### src/rtl/ram_word_ctrl.sv
// ram_word_ctrl: initiator-side controller for a single-port byte RAM with
// a 1-cycle registered read latency and separate read/write enables.
//
// A word request (BEATS * DATA_WIDTH bits) is accepted over a valid/ready
// handshake. It is split into BEATS sequential RAM accesses at base, base+1,
// and so on. Read beats are assembled little-endian, so beat 0 is the least
// significant byte. Exactly one response is returned per request, and only
// one request is in flight at a time.
//
// Optional feature (macro RAM_WORD_CTRL_WMASK_EN):
//   This adds input req_wmask[BEATS], which is latched at acceptance.
//   A store beat whose mask bit is 0 still takes its cycle, but
//   ram_write_enable stays low for that beat. Loads ignore the mask.
//
// Ports:
//   clk, rst            clock (posedge), asynchronous active-high reset
//   req_valid/ready     request handshake; req_ready = idle && !rst
//   req_write           1 = store, 0 = load
//   req_addr            byte address of beat 0
//   req_wdata           store data, beat k at [k*DATA_WIDTH +: DATA_WIDTH]
//   req_wmask           (optional) per-beat store enable
//   rsp_valid/ready     response handshake
//   rsp_rdata           load data; 0 for stores and errors
//   rsp_err             request rejected as out of range
//   ram_*               registered RAM-side address, data and enables
module ram_word_ctrl #(
  parameter int unsigned ADDR_WIDTH = 5,
  parameter int unsigned DATA_WIDTH = 8,
  parameter int unsigned DEPTH      = 16,
  parameter int unsigned BEATS      = 4
) (
  input  logic                        clk,
  input  logic                        rst,
  input  logic                        req_valid,
  output logic                        req_ready,
  input  logic                        req_write,
  input  logic [ADDR_WIDTH-1:0]       req_addr,
  input  logic [BEATS*DATA_WIDTH-1:0] req_wdata,
`ifdef RAM_WORD_CTRL_WMASK_EN
  input  logic [BEATS-1:0]            req_wmask,
`endif
  output logic                        rsp_valid,
  input  logic                        rsp_ready,
  output logic [BEATS*DATA_WIDTH-1:0] rsp_rdata,
  output logic                        rsp_err,
  output logic [ADDR_WIDTH-1:0]       ram_addr,
  output logic [DATA_WIDTH-1:0]       ram_data_in,
  output logic                        ram_read_enable,
  output logic                        ram_write_enable,
  input  logic [DATA_WIDTH-1:0]       ram_data_out
);

  localparam int unsigned WordWidth = BEATS * DATA_WIDTH;
  localparam int unsigned CntWidth  = (BEATS > 1) ? $clog2(BEATS) : 1;

  localparam logic [CntWidth-1:0]   LastBeat = CntWidth'(BEATS - 1);
  localparam logic [ADDR_WIDTH:0]   BeatSpan = (ADDR_WIDTH + 1)'(BEATS - 1);
  localparam logic [ADDR_WIDTH:0]   DepthLim = (ADDR_WIDTH + 1)'(DEPTH);

  localparam logic [2:0] StIdle  = 3'd0;
  localparam logic [2:0] StWrite = 3'd1;
  localparam logic [2:0] StRead  = 3'd2;
  localparam logic [2:0] StDrain = 3'd3;
  localparam logic [2:0] StResp  = 3'd4;

  logic [2:0]            state_q, state_d;
  logic [CntWidth-1:0]   cnt_q, cnt_d;
  logic [WordWidth-1:0]  wdata_q, wdata_d;
  logic [WordWidth-1:0]  rbuf_q, rbuf_d;
  logic                  rsp_valid_q, rsp_valid_d;
  logic                  rsp_err_q, rsp_err_d;
  logic [WordWidth-1:0]  rsp_rdata_q, rsp_rdata_d;
  logic [ADDR_WIDTH-1:0] ram_addr_q, ram_addr_d;
  logic [DATA_WIDTH-1:0] ram_din_q, ram_din_d;
  logic                  ram_re_q, ram_re_d;
  logic                  ram_we_q, ram_we_d;

  // Range check is one bit wider than the address so base+BEATS-1 cannot wrap.
  logic [ADDR_WIDTH:0]   last_addr;
  logic                  range_err;
  assign last_addr = {1'b0, req_addr} + BeatSpan;
  assign range_err = (last_addr >= DepthLim);

  // Read data enters at the top and shifts down. After BEATS captures,
  // beat 0 sits in the least significant byte.
  logic [WordWidth-1:0]  rbuf_shift;
  assign rbuf_shift = (rbuf_q >> DATA_WIDTH)
                    | (WordWidth'(ram_data_out) << (WordWidth - DATA_WIDTH));

  // Per-beat write enables. The mask is shifted alongside the store data.
  logic first_we;
  logic next_we;
`ifdef RAM_WORD_CTRL_WMASK_EN
  logic [BEATS-1:0] wmask_q, wmask_d;
  assign first_we = req_wmask[0];
  assign next_we  = wmask_q[0];
`else
  assign first_we = 1'b1;
  assign next_we  = 1'b1;
`endif

  assign req_ready        = (state_q == StIdle) && !rst;
  assign rsp_valid        = rsp_valid_q;
  assign rsp_err          = rsp_err_q;
  assign rsp_rdata        = rsp_rdata_q;
  assign ram_addr         = ram_addr_q;
  assign ram_data_in      = ram_din_q;
  assign ram_read_enable  = ram_re_q;
  assign ram_write_enable = ram_we_q;

  always_comb begin
    state_d     = state_q;
    cnt_d       = cnt_q;
    wdata_d     = wdata_q;
    rbuf_d      = rbuf_q;
    rsp_valid_d = rsp_valid_q;
    rsp_err_d   = rsp_err_q;
    rsp_rdata_d = rsp_rdata_q;
    ram_addr_d  = ram_addr_q;
    ram_din_d   = ram_din_q;
    ram_re_d    = 1'b0;
    ram_we_d    = 1'b0;
`ifdef RAM_WORD_CTRL_WMASK_EN
    wmask_d     = wmask_q;
`endif

    case (state_q)
      StIdle: begin
        if (req_valid) begin
          cnt_d  = '0;
          rbuf_d = '0;
          if (range_err) begin
            // Rejected requests never touch the RAM.
            state_d     = StResp;
            rsp_valid_d = 1'b1;
            rsp_err_d   = 1'b1;
            rsp_rdata_d = '0;
          end else if (req_write) begin
            state_d    = StWrite;
            ram_addr_d = req_addr;
            ram_din_d  = req_wdata[DATA_WIDTH-1:0];
            ram_we_d   = first_we;
            wdata_d    = req_wdata >> DATA_WIDTH;
`ifdef RAM_WORD_CTRL_WMASK_EN
            wmask_d    = req_wmask >> 1;
`endif
          end else begin
            state_d    = StRead;
            ram_addr_d = req_addr;
            ram_re_d   = 1'b1;
          end
        end
      end

      StWrite: begin
        if (cnt_q == LastBeat) begin
          state_d     = StResp;
          cnt_d       = '0;
          rsp_valid_d = 1'b1;
          rsp_err_d   = 1'b0;
          rsp_rdata_d = '0;
        end else begin
          cnt_d      = cnt_q + 1'b1;
          ram_addr_d = ram_addr_q + 1'b1;
          ram_din_d  = wdata_q[DATA_WIDTH-1:0];
          ram_we_d   = next_we;
          wdata_d    = wdata_q >> DATA_WIDTH;
`ifdef RAM_WORD_CTRL_WMASK_EN
          wmask_d    = wmask_q >> 1;
`endif
        end
      end

      StRead: begin
        // Data for the beat issued in the previous cycle is on ram_data_out now.
        if (cnt_q != '0) begin
          rbuf_d = rbuf_shift;
        end
        if (cnt_q == LastBeat) begin
          state_d = StDrain;
          cnt_d   = '0;
        end else begin
          cnt_d      = cnt_q + 1'b1;
          ram_addr_d = ram_addr_q + 1'b1;
          ram_re_d   = 1'b1;
        end
      end

      StDrain: begin
        // This state only collects the final beat. No RAM access is issued.
        rbuf_d      = rbuf_shift;
        state_d     = StResp;
        rsp_valid_d = 1'b1;
        rsp_err_d   = 1'b0;
        rsp_rdata_d = rbuf_shift;
      end

      StResp: begin
        if (rsp_ready) begin
          state_d     = StIdle;
          rsp_valid_d = 1'b0;
          rsp_err_d   = 1'b0;
          rsp_rdata_d = '0;
        end
      end

      default: begin
        state_d     = StIdle;
        cnt_d       = '0;
        rsp_valid_d = 1'b0;
        rsp_err_d   = 1'b0;
        rsp_rdata_d = '0;
      end
    endcase
  end

  always_ff @(posedge clk or posedge rst) begin
    if (rst) begin
      state_q     <= StIdle;
      cnt_q       <= '0;
      wdata_q     <= '0;
      rbuf_q      <= '0;
      rsp_valid_q <= 1'b0;
      rsp_err_q   <= 1'b0;
      rsp_rdata_q <= '0;
      ram_addr_q  <= '0;
      ram_din_q   <= '0;
      ram_re_q    <= 1'b0;
      ram_we_q    <= 1'b0;
    end else begin
      state_q     <= state_d;
      cnt_q       <= cnt_d;
      wdata_q     <= wdata_d;
      rbuf_q      <= rbuf_d;
      rsp_valid_q <= rsp_valid_d;
      rsp_err_q   <= rsp_err_d;
      rsp_rdata_q <= rsp_rdata_d;
      ram_addr_q  <= ram_addr_d;
      ram_din_q   <= ram_din_d;
      ram_re_q    <= ram_re_d;
      ram_we_q    <= ram_we_d;
    end
  end

`ifdef RAM_WORD_CTRL_WMASK_EN
  always_ff @(posedge clk or posedge rst) begin
    if (rst) begin
      wmask_q <= '0;
    end else begin
      wmask_q <= wmask_d;
    end
  end
`endif

endmodule

### config.mk
export PLATFORM = sky130hd
export DESIGN_NAME = ram_word_ctrl
export DESIGN_NICKNAME = d
export VERILOG_FILES = /design/src/rtl/ram_word_ctrl.sv
export SDC_FILE = /design/constraint.sdc
export NUM_CORES = 1
export LEC_CHECK = 0
export CORE_MARGIN = 10
export CORE_UTILIZATION = 45
export CTS_CLUSTER_SIZE = 25
export DETAILED_ROUTE_END_ITERATION = 8
export PLACE_DENSITY = 0.72
export SETUP_SLACK_MARGIN = 0.3
export SLEW_MARGIN = 15
export SYNTH_ARGS = -nofsm -noshare
export SYNTH_HDL_FRONTEND = slang
export SYNTH_SLANG_ARGS = --single-unit
### constraint.sdc
create_clock -name clk -period 4 [get_ports clk]
set_input_delay 0.8 -clock clk [delete_from_list [all_inputs] [get_ports clk]]
set_output_delay 0.8 -clock clk [all_outputs]
set_load 0.03 [all_outputs]
==> run summary <==
M2 GR Usage: 22.2%
Post-route DRC: 0
Fraction of layout cells with a size suffix above 1: 17.6%
Leakage: 2.56 nW
Area of the multi-input gates: 0.00191 mm2
Worst-path clk slew: 0.11 ns
Number of flops mapped to enable cells by yosys: 0
Die area: 0.0149 mm2
Core Region: 0.0102 mm2
Mapped Area: 0.00469 mm2
Mean routed wirelength per cell: 17.2 um
TritonCTS buffer count: 9
WHS Path Cells: 1
Clock root buffer: clkbuf_8
Number of distinct library cells after synthesis: 41
Startpoint types: register
Yosys top cell by area: dfrtp_1
Reg2reg setup slack: 1.40 ns
RR Startpoint: state_q[0]
Setup CP Type: reg2out
Inserted Diodes: 0
Grt ovf: 0
Max Root-Sink Buffers: 2
Syn Nets: 442
P per Cell Area: 631 mW/mm2
Gpl congestion: 0.820
Total GRT Usage: 14.8%
Max-cap violations: 0
Die Y: 122 um
Fin crit share: 76.5%
CP max stage delay: 0.68 ns
Final Power: 0.00381 W
Sequential share of the synthesized area: 54.4%
Register area: 0.00255 mm2
Top cells by count, synth: dfrtp_1, mux2_2, nand2_1
GR Util met3: 4.26%
I/O pin cnt: 100
Worst-Margin Slew: 1.01 ns
Final net count: 536
Finish-stage setup viols: 0
Slew HR: 32.7%
CTS tree: built
CP cell instances: or3_1, nor2_1, clkdlybuf4s50_1
RSZ-0062 raised after global routing: false
Ys async rst share: 100%
Largest cells by area after synthesis: dfrtp_1, mux2_2, a22o_1, mux2i_1, nand2_1
Worst r2r path cells: 6
Top_reg_cell synth: dfrtp_1
Synthesis-to-layout area growth: 28.5%
DP Wirelength: 7370 um
Final TNS setup: 0 ns
Setup bufs post-CTS: 0
FMAX: 327 MHz
VDD IR max: 0.000532 V
Die W: 122 um
Clk Latency, worst-skew pair: 0.37 ns
Clock H-tree levels: 3
GRT Max-Usage Layer: met2
Status: finished, final reports clean
Hold Fails Final Rpt: 0
Pre-antenna DRT Iters: 4
FILL cells: 867
CP startpoint: state_q[0]
Clk_skew: 0.0120 ns
Vias: 3214
Port Buffers: 99
Finished Layout Cells: 624
Initial Utilization: 45.9%
Worst EP arrival: 2.26 ns
Endpoint class of the critical path: primary output
Std cell rows: 37
Syn Area/Cell: 12.1 um2
Synth warn: 0
Synth top area share: 54.4%
Vias/cell: 5.15
DRT iter0 DRCs: 208
FF+latch count, synth: 102
Post-Syn Instances: 389
R2R Path End: wdata_q[9]
Critical-path maximum fanout: 17
Post-CTS resize count: 0
Vias in the first global route: 3496
Final min period: 3.06 ns
Top-count cell post-synth: dfrtp_1
Hold Buf Count CTS: 0
Antenna-violating nets left: 0
Slowest CP cell: clkdlybuf4s50_1
Max-slew violation count: 0
Setup crit end: req_ready
Min-Delay Path Class: reg2reg
Initial antenna violation count: 0
Dpl cells: 608
Final wirelength: 10700 um
Clock Sink Count: 102
Met1 Resource Use GR: 20.6%
Largest net degree at the start of global routing: 85
First-pass GRT wire length: 18100 um
Worst EP required: 3.20 ns
==> stage by stage <==
step	hold WS (ns)	utilization [%]	worst slack, ns	cell area, um2
detailed placement	0.477	56.8	1.14	5810
finish	0.491	58.9	0.942	6030
global placement	0.464	56.8	1.13	5810
global route	0.517	58.9	0.773	6030
CTS	0.499	58.9	0.920	6030
floorplan	0.452	-	0.525	4690
==> cells by family after synthesis <==
kind of cell	synth area share (%)
xor gates and xnor gates	0.347
adders and majority gates	0.800
AOI/OAI and AO/OA	11.6
muxes	19.9
and+or+nand+nor	7.62
DFF	54.4
buffers and inverters	5.30
==> cells in the final DEF (no fill, tap or decap), types with 3 or more instances in the layout <==
| master | netlist | layout |
|---|---|---|
| dfrtp_1 | 102 | 102 |
| clkdlybuf4s50_1 | 0 | 99 |
| inv_1 | 32 | 31 |
| mux2_1 | 8 | 8 |
| and2_1 | 3 | 3 |
| nor2b_1 | 11 | 10 |
| buf_4 | 6 | 9 |
| a22o_1 | 33 | 33 |
| mux2_2 | 52 | 52 |
| ha_1 | 3 | 3 |
| nor2_1 | 4 | 4 |
| nand2_1 | 34 | 34 |
| mux2i_1 | 26 | 26 |
| clkbuf_8 | 0 | 9 |
| nand2b_1 | 5 | 5 |
| o21ai_0 | 10 | 10 |
| a21oi_1 | 7 | 7 |
| nor3_1 | 3 | 3 |
==> report_power, final <==
part | leakage [nW] | internal [W] | switching [W]
logic | 1.11 | 0.000786 | 0.000873
registers | 1.33 | 0.00129 | 0.000168
clock network | 0.109 | 0.000306 | 0.000387
==> final cells by class <==
type                            count  area share (%)
Sequential cell                   102            42.3
Multi-Input combinational cell    230            31.7
Timing Repair Buffer              108            17.6
Tap cell                          136            2.82
Clock buffer                        9            2.05
Inverter                           32            2.03
Clock inverter                      7            1.54
==> routing by layer <==
metal,share of wire (%),vias up
li1,-,1542
met1,48,1582
met2,45,83
met3,5.8,7
met4,0.79,0
met5,0,-
==> flip-flops by register name, summed over array words and instances, names as in the netlist <==
name and cells:
rbuf_q 24, ram_addr 5, rsp_valid 1, ram_data_in 8
wdata_q 24, cnt_q 2, ram_read_enable 1, rsp_rdata 32
state_q 3, rsp_err 1, ram_write_enable 1
==> worst max-delay path: cells and delay by family (launching register included) <==
family                 cells  cell delay, ns
buffers and inverters      1            0.68
DFF                        1            0.60
and+or+nand+nor            2            0.61
==> how the worst min path moves through the flow <==
| stage | from | endpoint | slack (ns) |
|---|---|---|---|
| 5_1_grt | wdata_q[4] | wdata_q[4] | 0.52 |
| 2_1_floorplan | wdata_q[11] | wdata_q[11] | 0.45 |
| 3_3_place_gp | wdata_q[11] | wdata_q[11] | 0.46 |
| 4_1_cts | wdata_q[11] | wdata_q[11] | 0.50 |
| 6_report | wdata_q[7] | wdata_q[7] | 0.49 |
| 3_5_place_dp | wdata_q[11] | wdata_q[11] | 0.48 |
No activity file was read; power rests on OpenSTA's default activity.
